===== config.mk =====
export PLATFORM = sky130hd
export DESIGN_NAME = fetch_stage
export DESIGN_NICKNAME = d
export VERILOG_FILES = /design/src/rtl/fetch_stage.sv
export SDC_FILE = /design/constraint.sdc
export NUM_CORES = 1
export LEC_CHECK = 0
export ABC_AREA = 1
export BUFFER_PORTS_ARGS = -buffer_cell sky130_fd_sc_hd__buf_2
export CORE_AREA = 2 2 170 89
export DETAILED_ROUTE_END_ITERATION = 10
export DIE_AREA = 0 0 172 91
export PLACE_DENSITY_LB_ADDON = 0.05
export SLEW_MARGIN = 30
export SYNTH_ARGS = -nofsm -noshare
export SYNTH_HDL_FRONTEND = slang
export SYNTH_SLANG_ARGS = --single-unit

===== constraint.sdc =====
create_clock -name clk -period 1.6 [get_ports clk]
set_clock_uncertainty 0.2 [all_clocks]
set_input_delay 0.08 -clock clk [delete_from_list [all_inputs] [get_ports clk]]
set_output_delay 0.08 -clock clk [all_outputs]
set_load 0.005 [all_outputs]

===== src/rtl/fetch_stage.sv =====
// fetch_stage
//   Instruction-fetch stage of the pipelined RV32I core. Holds the program
//   counter, drives the instruction-memory address and captures the returned
//   word, together with its PC, into the IF/ID pipeline register.
//
// Ports
//   clk        clock, all state updates on the rising edge
//   rst        synchronous active-high reset
//   StallF     hold the PC
//   StallD     hold the IF/ID register
//   FlushD     load a bubble into the IF/ID register
//   PCSrcE     redirect request from execute (taken branch / jump)
//   PCTargetE  redirect target (low two bits are dropped)
//   InstrF     instruction word from the combinational instruction memory
//   PCF        current PC, instruction-memory address
//   InstrD     registered instruction for decode
//   PCD        PC of InstrD
//   PCPlus4D   PCD + 4
//   ValidD     InstrD is a real fetched instruction, not a bubble
//   MisalignF  one-cycle pulse: last redirect target was not word-aligned
module fetch_stage #(
    parameter int                       DATA_WIDTH    = 32,
    parameter int                       ADDRESS_WIDTH = 32,
    parameter logic [ADDRESS_WIDTH-1:0] RESET_PC      = '0
) (
    input  logic                     clk,
    input  logic                     rst,
    input  logic                     StallF,
    input  logic                     StallD,
    input  logic                     FlushD,
    input  logic                     PCSrcE,
    input  logic [ADDRESS_WIDTH-1:0] PCTargetE,
    input  logic [DATA_WIDTH-1:0]    InstrF,
    output logic [ADDRESS_WIDTH-1:0] PCF,
    output logic [DATA_WIDTH-1:0]    InstrD,
    output logic [ADDRESS_WIDTH-1:0] PCD,
    output logic [ADDRESS_WIDTH-1:0] PCPlus4D,
    output logic                     ValidD,
    output logic                     MisalignF
);

    // addi x0, x0, 0
    localparam logic [DATA_WIDTH-1:0] NOP = DATA_WIDTH'(32'h0000_0013);

    logic [ADDRESS_WIDTH-1:0] r_pc;
    logic [DATA_WIDTH-1:0]    r_instr_d;
    logic [ADDRESS_WIDTH-1:0] r_pc_d;
    logic [ADDRESS_WIDTH-1:0] r_pc_plus4_d;
    logic                     r_valid_d;
    logic                     r_misalign;

    logic [ADDRESS_WIDTH-1:0] w_pc_plus4;
    logic [ADDRESS_WIDTH-1:0] w_target_aligned;
    logic                     w_target_misaligned;

    // Natural overflow gives the required modulo-2^ADDRESS_WIDTH wrap.
    assign w_pc_plus4          = r_pc + ADDRESS_WIDTH'(4);
    assign w_target_aligned    = {PCTargetE[ADDRESS_WIDTH-1:2], 2'b00};
    assign w_target_misaligned = |PCTargetE[1:0];

    // Redirect is checked ahead of StallF so it can never be dropped.
    always_ff @(posedge clk) begin
        if (rst) begin
            r_pc <= RESET_PC;
        end else if (PCSrcE) begin
            r_pc <= w_target_aligned;
        end else if (!StallF) begin
            r_pc <= w_pc_plus4;
        end
    end

    // Flush is checked ahead of StallD so a stalled bubble still clears.
    always_ff @(posedge clk) begin
        if (rst || FlushD) begin
            r_instr_d    <= NOP;
            r_pc_d       <= '0;
            r_pc_plus4_d <= '0;
            r_valid_d    <= 1'b0;
        end else if (!StallD) begin
            r_instr_d    <= InstrF;
            r_pc_d       <= r_pc;
            r_pc_plus4_d <= w_pc_plus4;
            r_valid_d    <= 1'b1;
        end
    end

    always_ff @(posedge clk) begin
        if (rst) begin
            r_misalign <= 1'b0;
        end else begin
            r_misalign <= PCSrcE && w_target_misaligned;
        end
    end

    assign PCF       = r_pc;
    assign InstrD    = r_instr_d;
    assign PCD       = r_pc_d;
    assign PCPlus4D  = r_pc_plus4_d;
    assign ValidD    = r_valid_d;
    assign MisalignF = r_misalign;

endmodule


[Word level (Yosys, flattened, before mapping)]
Index checks and enable logic that the tools add are counted.
Word-level totals
  register bits after elaboration: 130
  input bits: 70
  output and inout bits: 130
  word-level logic and storage cells: 15
Operators by class
  add/sub/neg operators: 1
  equality and inequality tests: 1
  mux-type cells: 2
  reduce and logical (&&, ||, !) cells: 4
Operators with widths (count)
  $mux 32: 2
  $add 32x3->32 const B: 1
  $reduce_or 2->1: 2
  $ne 2x1->1 const B: 1
  $logic_and 1x1->1: 1
  $logic_or 1x1->1: 1

[Depth between registers and ports, before layout]
Gate-level depths: netlist (run 1).
  depth in word-level cells: 3
  mapped depth: 10
  depth with buffers taken out: 10

[Worst setup path after synthesis (run 1)]
Ideal clock, no wire load.
  path type: reg2reg
  start: reg r_pc[2], in the netlist PCF[2]
  end: reg r_pc_plus4_d[24], in the netlist PCPlus4D[24]
  library setup time: 0.115 ns
  arrival time: 1.377 ns
  required time: 1.285 ns
  path slack: -0.093 ns
  stages on the path, launching flop included: 11
  path buffers: 0
  period minus slack after synthesis: 1.693 ns
  cells stage by stage: dfxtp_1 > ha_1 > nand2_1 > nor2_4 > nand2_1 > nor2_2 > nand2_1 > nand2_1 > nand2_1 > o21ai_0 > inv_1
On the way
  longest elaborated chain between the ends: 1
Ends and longest elaborated chain
  from (decl): line 45  | logic [ADDRESS_WIDTH-1:0] r_pc;
  from (signal assigned): line 66  | r_pc <= w_target_aligned;
  from (signal assigned): line 68  | r_pc <= w_pc_plus4;
  $add 32x3->32: line 57  | assign w_pc_plus4 = r_pc + ADDRESS_WIDTH'(4);
  to (signal assigned): line 82  | r_pc_plus4_d <= w_pc_plus4;
  to (decl): line 48  | logic [ADDRESS_WIDTH-1:0] r_pc_plus4_d;
Every way passes these cells.
A chain may end at the register's enable or synchronous reset.

[Final worst setup path (run 1)]
  start: reg r_pc[2], in the netlist PCF[2]
  end: reg r_pc_plus4_d[22], in the netlist PCPlus4D[22]
Same word-level chain as after synthesis.

==> metrics.txt, run 1 <==
status=finished with violations; failing checks=negative setup slack; Synth Warn #=0; critical path, cell by cell=ha_4, nand2_4, nor2_4, nand2_4, nor2_4, nand2_1, nand2_1, nand2_2, o21ai_2, inv_1; vias in the first global route=5,701; starting density of the core=0.3835; crit path DAT=around 1900 ps; Gate power share=0.136; GRT busiest layer=met1; drt total wl=between 15,000 and 20,000 µm; Clk pwr share=0.452; drt pass-1 iters=5; CTS buffer count=17; CP startpoint kind=flop; required time of the critical path=1720 ps; Die Area=roughly 0.016 mm²; leakage power=between 0.004 and 0.005 µW; Final nets=between 1k and 1.5k; Seq. cell area=roughly 0.0025 mm²; DP Area=around 0.0070 mm²; commonest non-fill, non-tap cell in the layout=nand2_1; die height=91 µm; clk sinks=~120; sequential share of power=0.412; pin count of the biggest net entering global routing=about 70; Synth Cell Area=0.005414 mm²; CTS root buffer=clkbuf_16; vias per cell=4.600; final instance area=0.008773 mm²; Sw Pwr=roughly 2100 µW; Crit-path slowest cell=dfxtp_4; Power Density=around 900 mW/mm²; Tot GR Track Use=0.2495; Worst Path Max Fanout=5; area grow syn2layout=62.05%; Max clock buf depth=2; Synth Instances=783; Final Max Slew Viols=0; Crit path max-delay family=simple AND/OR/NAND/NOR gates; Sw Share=0.2662; grt total ovfl=0; drt wl/cell=14.74 µm; total power=approximately 8000 µW; Fin Hold WS=approximately 8.8 ps; part of the cycle the worst path needs=1.094; P_int=about 5900 µW; Min-Delay Path Class=in -> reg; Tmin final=around 1800 ps; Mean Syn Cell Area=approximately 6.9 µm²; # Max-Cap Violations=0; CTS tree=yes; CTS H-Tree Depth=4; final setup fails=42; DRC viols=0; VDD IR max=between 0.6 and 0.7 mV; first-pass GRT wire length=a little over 30,000 µm; antenna cells=0; # port buffers=approximately 190; IO Count=200; core area=between 0.01 and 0.015 mm²; Reg clk slew, reported paths=60 ps; register bit total from synthesis=around 120; area occupied by multi-input gates=0.002760 mm²; Final Hold Violating Endpoints=0; initial antenna violation count=0; highest clock rate=~570 MHz; worst path bufs/invs=1; met2 Track Usage GR=0.3477; die width=between 150 and 200 µm; most frequent cells in the layout=215 x nand2_1, 193 x buf_2, 111 x dfxtp_1; Site Rows=31; GRT met1 Usage=0.3820; Main synth FF type=dfxtp_1; final worst setup slack=-150.2 ps; critical path type=reg -> reg; Final ANT Viol Nets=0; RSZ-0062 raised after global routing=true; Filler cells=between 1k and 1.5k; met3 GRT Util=0.06016; latest clock arrival within the worst-skew pair=about 420 ps; fin util=0.6214; Synth async-reset ratio=0; max incr delay on CP=360 ps; Yosys cell types=24; ratio of cells with drive above 1 in the final layout=0.3429; number of synthesized flops with an enable pin=0; Crit. End Element=flop; First DRT Iteration DRCs=about 490; register area share after synthesis=0.4585; Final Wtd Congestion=0.8623; HPWL Detailed=13,050 µm; vias=slightly above 6k
==> final timing paths <==
path,start,endpoint,slack [ps],depth (start not counted)
min,StallD,PCD[16],9,4
max,PCF[2],PCPlus4D[22],-150,10
max reg2reg,PCF[2],PCPlus4D[22],-150,10
min reg2reg,InstrD[6],InstrD[6],260,2
==> per-layer routing <==
layer | wire length (µm) | vias up
met3 | 1537 | 11
met2 | 7609 | 208
met5 | 0 | -
met4 | 114 | 0
met1 | 10130 | 2734
li1 | - | 3096
==> worst register-to-register path: stages, from the launching register on <==
cell and delay [ps]:
dfxtp_4 360, ha_4 150, nand2_4 60, nor2_4 130, nand2_4 100, nor2_4 230
nand2_1 90, nand2_1 90, nand2_2 90, o21ai_2 120, inv_1 40
==> power groups by stage <==
stage | clock network (µW) | logic, µW | registers, µW
CTS | 3660 | 1040 | 3290
global placement | 0 | 878 | 3350
detailed placement | 0 | 872 | 3350
global route | 3820 | 1200 | 3310
finish | 3620 | 1090 | 3290
floorplan | 0 | 387 | 3380
==> logic make-up after synthesis <==
| group | Yosys count | share of synthesized area |
|---|---|---|
| XOR/XNOR | 15 | 0.02427 |
| adder cells (fa/ha/maj) | 1 | 0.002311 |
| flip-flops | 124 | 0.4585 |
| AND/OR/NAND/NOR | 358 | 0.2674 |
| AO/OA/AOI/OAI | 158 | 0.1523 |
| buffers and inverters | 126 | 0.09452 |
| other | 1 | 0.0006927 |
==> state kept, by name, summed over array words and instances (netlist names) <==
name and count:
PCF 30, InstrD 32, ValidD 1, PCPlus4D 30, MisalignF 1, PCD 30
==> synth_stat cells (7+ instances only) <==
cell      count  area, µm²
dfxtp_1     124       2482
nor2_1       88      330.3
nand2_1     234      878.3
buf_2        13      65.06
nand3_1      19      95.09
nor2_4        7      78.83
clkbuf_1     28      105.1
xor2_1       11      96.34
a21oi_1      82      410.4
inv_1        78      292.8
a31oi_1       7      43.79
o21ai_0      62      310.3
==> layout make-up <==
cell class	count	area share
clock buffers	21	0.05376
clock inverters	11	0.009698
inverters	79	0.03437
multi-input cells	538	0.3146
flip-flops and latches	124	0.2854
well taps	198	0.02824
repair buffers	344	0.2740
==> stage by stage <==
step | setup TNS, ps | setup slack (ps) | instances
after floorplan | 0 | 12.34 | 788
after global placement | -1684 | -140.0 | 1197
after detailed placement | -2236 | -131.2 | 1197
after CTS | -2007 | -135.1 | 1309
after global routing | -8094 | -247.9 | 1315
final | -3068 | -150.2 | 1315
==> what timing repair did <==
item	4_1_cts	5_1_grt
pin swaps	14	20
gates resized for setup	40	42
hold buffers	79	1
endpoints found under the setup margin	39	59
endpoints found under the hold margin	83	14
setup buffers	1	6
Power figures use the tool's default switching activity.
==> run 2: changes to the inputs <==
--- a/config.mk
+++ b/config.mk
@@ -10,6 +10,7 @@
 export CORE_AREA = 2 2 170 89
 export DETAILED_ROUTE_END_ITERATION = 10
 export DIE_AREA = 0 0 172 91
+export HOLD_SLACK_MARGIN = 0.1
 export PLACE_DENSITY_LB_ADDON = 0.05
 export SLEW_MARGIN = 30
 export SYNTH_ARGS = -nofsm -noshare
==> run 2 against run 1 <==
  * The flow still finishes with violations (negative setup slack)
  * Via count rose by 6.0%
  * Hold slack improved by 85 ps
  * Sequential share of layout area fell by 1.6 points
  * Count of clock-buffer cells in the layout did not move
  * Utilization rose by 3.8 points
  * Combinational power rose by 9%
==> metrics.txt, run 2 (synthesis results as in run 1) <==
Tmin final=~1800 ps; first-pass GRT wire length=roughly 33,000 µm; die width=around 170 µm; sequential share of power=0.407; Hold Path Origin=FlushD; commonest non-fill, non-tap cell in the layout=nand2_1; failing checks=negative setup slack; Min-Delay Path Class=in -> reg; final setup fails=34; highest clock rate=between 500 and 600 MHz; CTS H-Tree Depth=4; CTS tree=yes; Critical R2R Launch=PCF[2]; # Max-Cap Violations=0; leakage power=between 0.004 and 0.005 µW; Site Rows=31; DRC viols=0; RSZ-0062 raised after global routing=true; origin of the worst setup path=PCF[2]; Crit. End Element=flop; VDD IR max=approximately 0.64 mV; Gate power share=0.147; total power=between 8000 and 9000 µW; cell mode on critical path=nand2_1; clk sinks=about 120; placed cells=about 1.2k; required time of the critical path=between 1500 and 2000 ps; initial antenna violation count=0; IO Count=200; worst path bufs/invs=0; Sw Pwr=between 2000 and 2500 µW; core area=roughly 0.014 mm²; HPWL Detailed=13,050 µm; Final Hold Violating Endpoints=0; Crit-path slowest cell=dfxtp_4; drt pass-1 iters=5; drt total wl=20,960 µm; Worst-Margin Slew=606.6 ps; latest clock arrival within the worst-skew pair=~420 ps; status=finished with violations; max reg flops=32; CTS root buffer=clkbuf_16; drt wl/cell=15.35 µm; max incr delay on CP=roughly 360 ps; die height=roughly 91 µm; CP startpoint kind=flop; critical path, cell by cell=ha_4, nand2_4, nor2_4, nand2_4, nor2_4, nand2_1, nand2_1, nand2_2, nand2_1, a21oi_2; area grow syn2layout=71.87%; part of the cycle the worst path needs=1.101; Final nets=1,226; Post-Layout Cell Count=1,366; Die Area=approximately 0.016 mm²; most frequent cells in the layout=214 x nand2_1, 193 x buf_2, 131 x dlygate4sd3_1; Worst Path Max Fanout=5; final worst setup slack=-161.1 ps; pin count of the biggest net entering global routing=72; Max clock buf depth=2; vias in the first global route=6,111; setup TNS=-2046 ps; First DRT Iteration DRCs=around 530; Crit path max-delay family=simple AND/OR/NAND/NOR gates; ratio of cells with drive above 1 in the final layout=0.3279; DP Worst Slack=-131.2 ps; Final Wtd Congestion=0.8623; Reg clk slew, reported paths=roughly 60 ps; vias per cell=around 4.7; Tot GR Track Use=0.2691; grt total ovfl=0; # port buffers=193; P_int=5932 µW; Slew HR=0.5952; crit path DAT=about 1900 ps; CTS buffer count=17; Clk pwr share=0.446; vias=6,410; starting density of the core=0.3835; antenna cells=0; critical path type=reg -> reg; Final ANT Viol Nets=0; Sw Share=0.2679; Final Max Slew Viols=0; Power Density=roughly 870 mW/mm²
-- run 2: worst reg2reg max path: cells and delay by family, from the launching register on --
| kind | cells | cell delay (ps) |
|---|---|---|
| AND/OR/NAND/NOR | 8 | 880 |
| flip-flops | 1 | 360 |
| adder cells (fa/ha/maj) | 1 | 150 |
| AO/OA/AOI/OAI | 1 | 60 |
-- run 2: cell type report --
| type | count | area (µm²) |
|---|---|---|
| Clock buffer | 21 | 471.7 |
| Clock inverter | 11 | 85.08 |
| Fill cell | 1284 | 4813 |
| Inverter | 79 | 297.8 |
| Multi-Input combinational cell | 538 | 2781 |
| Sequential cell | 124 | 2504 |
| Tap cell | 198 | 247.7 |
| Timing Repair Buffer | 395 | 2918 |
-- run 2: repair_timing --
item | CTS | global route
pin swaps | 14 | 21
setup endpoints to repair | 39 | 88
hold endpoints to repair | 118 | 15
gates resized for setup | 40 | 64
buffers inserted | 1 | 5
hold buffers | 131 | 4
-- run 2: power groups by stage --
stage | sequential (µW) | combinational (µW) | clock [µW]
floorplan | 3380 | 387 | 0
global placement | 3350 | 878 | 0
detailed placement | 3350 | 872 | 0
CTS | 3290 | 1120 | 3660
global route | 3310 | 1300 | 3810
finish | 3300 | 1190 | 3620
-- run 2: metal layers --
layer	global-route usage	vias up	share of wire
li1	-	3199	-
met1	0.4114	2932	0.51
met2	0.3752	262	0.40
met3	0.06670	17	0.091
met4	0.05952	0	0.0075
met5	0	-	0
-- run 2: through the flow --
| step | utilization | hold slack (ps) | cell area (µm²) |
|---|---|---|---|
| floorplan | - | -6.778 | 5463 |
| global placement | 0.4978 | 82.92 | 7028 |
| detailed placement | 0.4978 | 83.08 | 7028 |
| CTS | 0.6430 | 100.4 | 9079 |
| global route | 0.6591 | 132.6 | 9305 |
| finish | 0.6591 | 94.16 | 9305 |
-- run 2: worst paths after layout --
| check | endpoint | slack [ps] | cells past startpoint |
|---|---|---|---|
| max reg2reg | PCF[22] | -160 | 10 |
| max | PCF[22] | -160 | 10 |
| min | PCD[3] | 90 | 5 |
| min reg2reg | InstrD[3] | 260 | 2 |
==> run 3: changes to the inputs <==
--- a/config.mk
+++ b/config.mk
@@ -7,12 +7,15 @@
 export LEC_CHECK = 0
 export ABC_AREA = 1
 export BUFFER_PORTS_ARGS = -buffer_cell sky130_fd_sc_hd__buf_2
-export CORE_AREA = 2 2 170 89
+export CELL_PAD_IN_SITES_DETAIL_PLACEMENT = 0
+export CELL_PAD_IN_SITES_GLOBAL_PLACEMENT = 1
+export CORE_AREA = 2 2 190 99
 export DETAILED_ROUTE_END_ITERATION = 10
-export DIE_AREA = 0 0 172 91
+export DIE_AREA = 0 0 192 101
 export HOLD_SLACK_MARGIN = 0.1
 export PLACE_DENSITY_LB_ADDON = 0.05
 export SLEW_MARGIN = 30
 export SYNTH_ARGS = -nofsm -noshare
 export SYNTH_HDL_FRONTEND = slang
 export SYNTH_SLANG_ARGS = --single-unit
+export TNS_END_PERCENT = 10
==> run 3 against run 2 <==
  * The flow still finishes with violations (negative setup slack)
  * Critical path depth is 1 lower
  * Sequential power about the same
  * Register-to-register slack about the same
  * Hold slack worse by 4.2 ps
  * Critical path type unchanged
  * Largest power group unchanged
  * Highest routed layer unchanged
==> metrics.txt, run 3 (synthesis results as in run 1) <==
status=finished with violations; failing checks=negative setup slack; total power=around 8600 µW; ratio of cells with drive above 1 in the final layout=0.3246; latest clock arrival within the worst-skew pair=430 ps; grt total ovfl=0; part of the cycle the worst path needs=1.107; P_int=between 6000 and 7000 µW; Tot GR Track Use=0.2388; drt total wl=22,780 µm; final setup fails=31; Final Max Slew Viols=0; core area=0.01787 mm²; vias in the first global route=between 6k and 7k; sequential share of power=0.383; # port buffers=~190; Final nets=roughly 1.3k; Sw Share=0.2483; Final ANT Viol Nets=0; Worst Hold Path Cells=4; HPWL Detailed=~15,000 µm; CTS H-Tree Depth=4; CP startpoint kind=flop; Gate power share=0.143; Die Area=about 0.019 mm²; drt pass-1 iters=5; Site Rows=35; vias per cell=4.511; First DRT Iteration DRCs=358; vias=around 6.4k; R2R cell count=9; crit path DAT=between 1500 and 2000 ps; R2R Path End=PCF[12]; IO Count=200; r2r setup slk=-170 ps; Max clock buf depth=2; Hold Path Origin=StallD; Sw Pwr=around 2100 µW; Reg clk slew, reported paths=~60 ps; die width=192 µm; Final Wtd Congestion=0.8724; most frequent cells in the layout=214 x nand2_1, 193 x buf_2, 145 x dlygate4sd3_1; DP Area=slightly above 0.007 mm²; leakage power=between 0.004 and 0.005 µW; RSZ-0062 raised after global routing=true; hold endpoint=PCD[31]; final instance area=around 0.0096 mm²; Min-Delay Path Class=in -> reg; DRC viols=0; drt wl/cell=between 15 and 20 µm; critical path type=reg -> reg; Clk pwr share=0.473; max reg flops=32; Slew HR=0.6229; Worst-Margin Slew=about 570 ps; antenna cells=0; # Max-Cap Violations=0; highest clock rate=~560 MHz; commonest non-fill, non-tap cell in the layout=nand2_1; Power Density=approximately 900 mW/mm²; required time of the critical path=~1800 ps; final worst setup slack=-170.7 ps; CTS root buffer=clkbuf_16; Final Hold Violating Endpoints=0; Tmin final=roughly 1800 ps; first-pass GRT wire length=around 35,000 µm; Worst Path Max Fanout=4; pin count of the biggest net entering global routing=39; CTS buffer count=17; area grow syn2layout=76.94%; VDD IR max=roughly 0.7 mV; die height=between 100 and 150 µm; CTS tree=yes; Crit. End Element=flop; Critical R2R Launch=PCF[3]; starting density of the core=0.3030; initial antenna violation count=0; clk sinks=124
run 3: cell types whose count changed in the layout (fill, tap and decap cells not counted), sizes merged:
cell          previous run  this run
buf                    263       272
bufinv                   0         3
clkbuf                  21        23
clkinv                   6         2
clkinvlp                 3         2
dlygate4sd3            131       145
dlymetal6s4s             1         2
inv                     81        78
run 3: per-layer routing:
layer  global-route usage  vias to the layer above  routed length (µm)
met5                    0                        -                   0
met4              0.05167                        0                 144
met3              0.07518                       13                2009
met2               0.3291                      211                8863
met1               0.3571                     3001               11760
li1                     -                     3221                   -
run 3: layout make-up:
| type | count | area (µm²) |
|---|---|---|
| clock buffer | 23 | 498.0 |
| clock inverter | 6 | 110.1 |
| fill | 1737 | 8288 |
| inverter | 79 | 297.8 |
| multi-input combinational | 538 | 2724 |
| sequential | 124 | 2510 |
| tap | 240 | 300.3 |
| timing repair buffer | 419 | 3139 |
run 3: repair_timing:
| item | in CTS | in global routing |
|---|---|---|
| resized for setup | 45 | 56 |
| hold buffers | 149 | 0 |
| endpoints found under the hold margin | 122 | 0 |
| pin swaps | 20 | 22 |
| setup buffers | 2 | 4 |
| endpoints found under the setup margin | 45 | 73 |
run 3: power by group through the flow:
stage / logic [µW] / clock network, µW / registers, µW
after floorplan: 387 / 0 / 3380
after global placement: 904 / 0 / 3350
after detailed placement: 902 / 0 / 3350
after CTS: 1190 / 4110 / 3290
after global routing: 1350 / 4260 / 3310
final: 1230 / 4070 / 3300
run 3: critical path, stage by stage, from the launching register on:
cell,delay (ps)
dfxtp_4,360
ha_4,140
nand2_4,50
nor2_4,150
nand2_4,110
nor2_4,180
buf_12,130
xor2_4,200
nand2_2,70
a21oi_2,100
run 3: how the worst max path moves through the flow:
stage	from	to	slack [ps]
floorplan	PCF[2]	PCPlus4D[26]	-5
global placement	PCF[12]	PCF[16]	-280
detailed placement	PCF[2]	PCF[12]	-270
CTS	PCF[2]	PCPlus4D[22]	-110
global route	PCF[3]	PCF[12]	-240
finish	PCF[3]	PCF[12]	-170
run 3: per-stage QoR:
step	setup TNS [ps]	hold slack [ps]	setup slack, ps	utilization	cells
2_1_floorplan	-9.108	-6.778	-4.568	-	788
3_3_place_gp	-3696	80.21	-276.7	0.3991	1246
3_5_place_dp	-4042	84.45	-273.1	0.3991	1246
4_1_cts	-2042	106.2	-113.8	0.5268	1426
5_1_grt	-5988	125.3	-235.5	0.5361	1429
6_report	-1970	89.94	-170.7	0.5361	1429
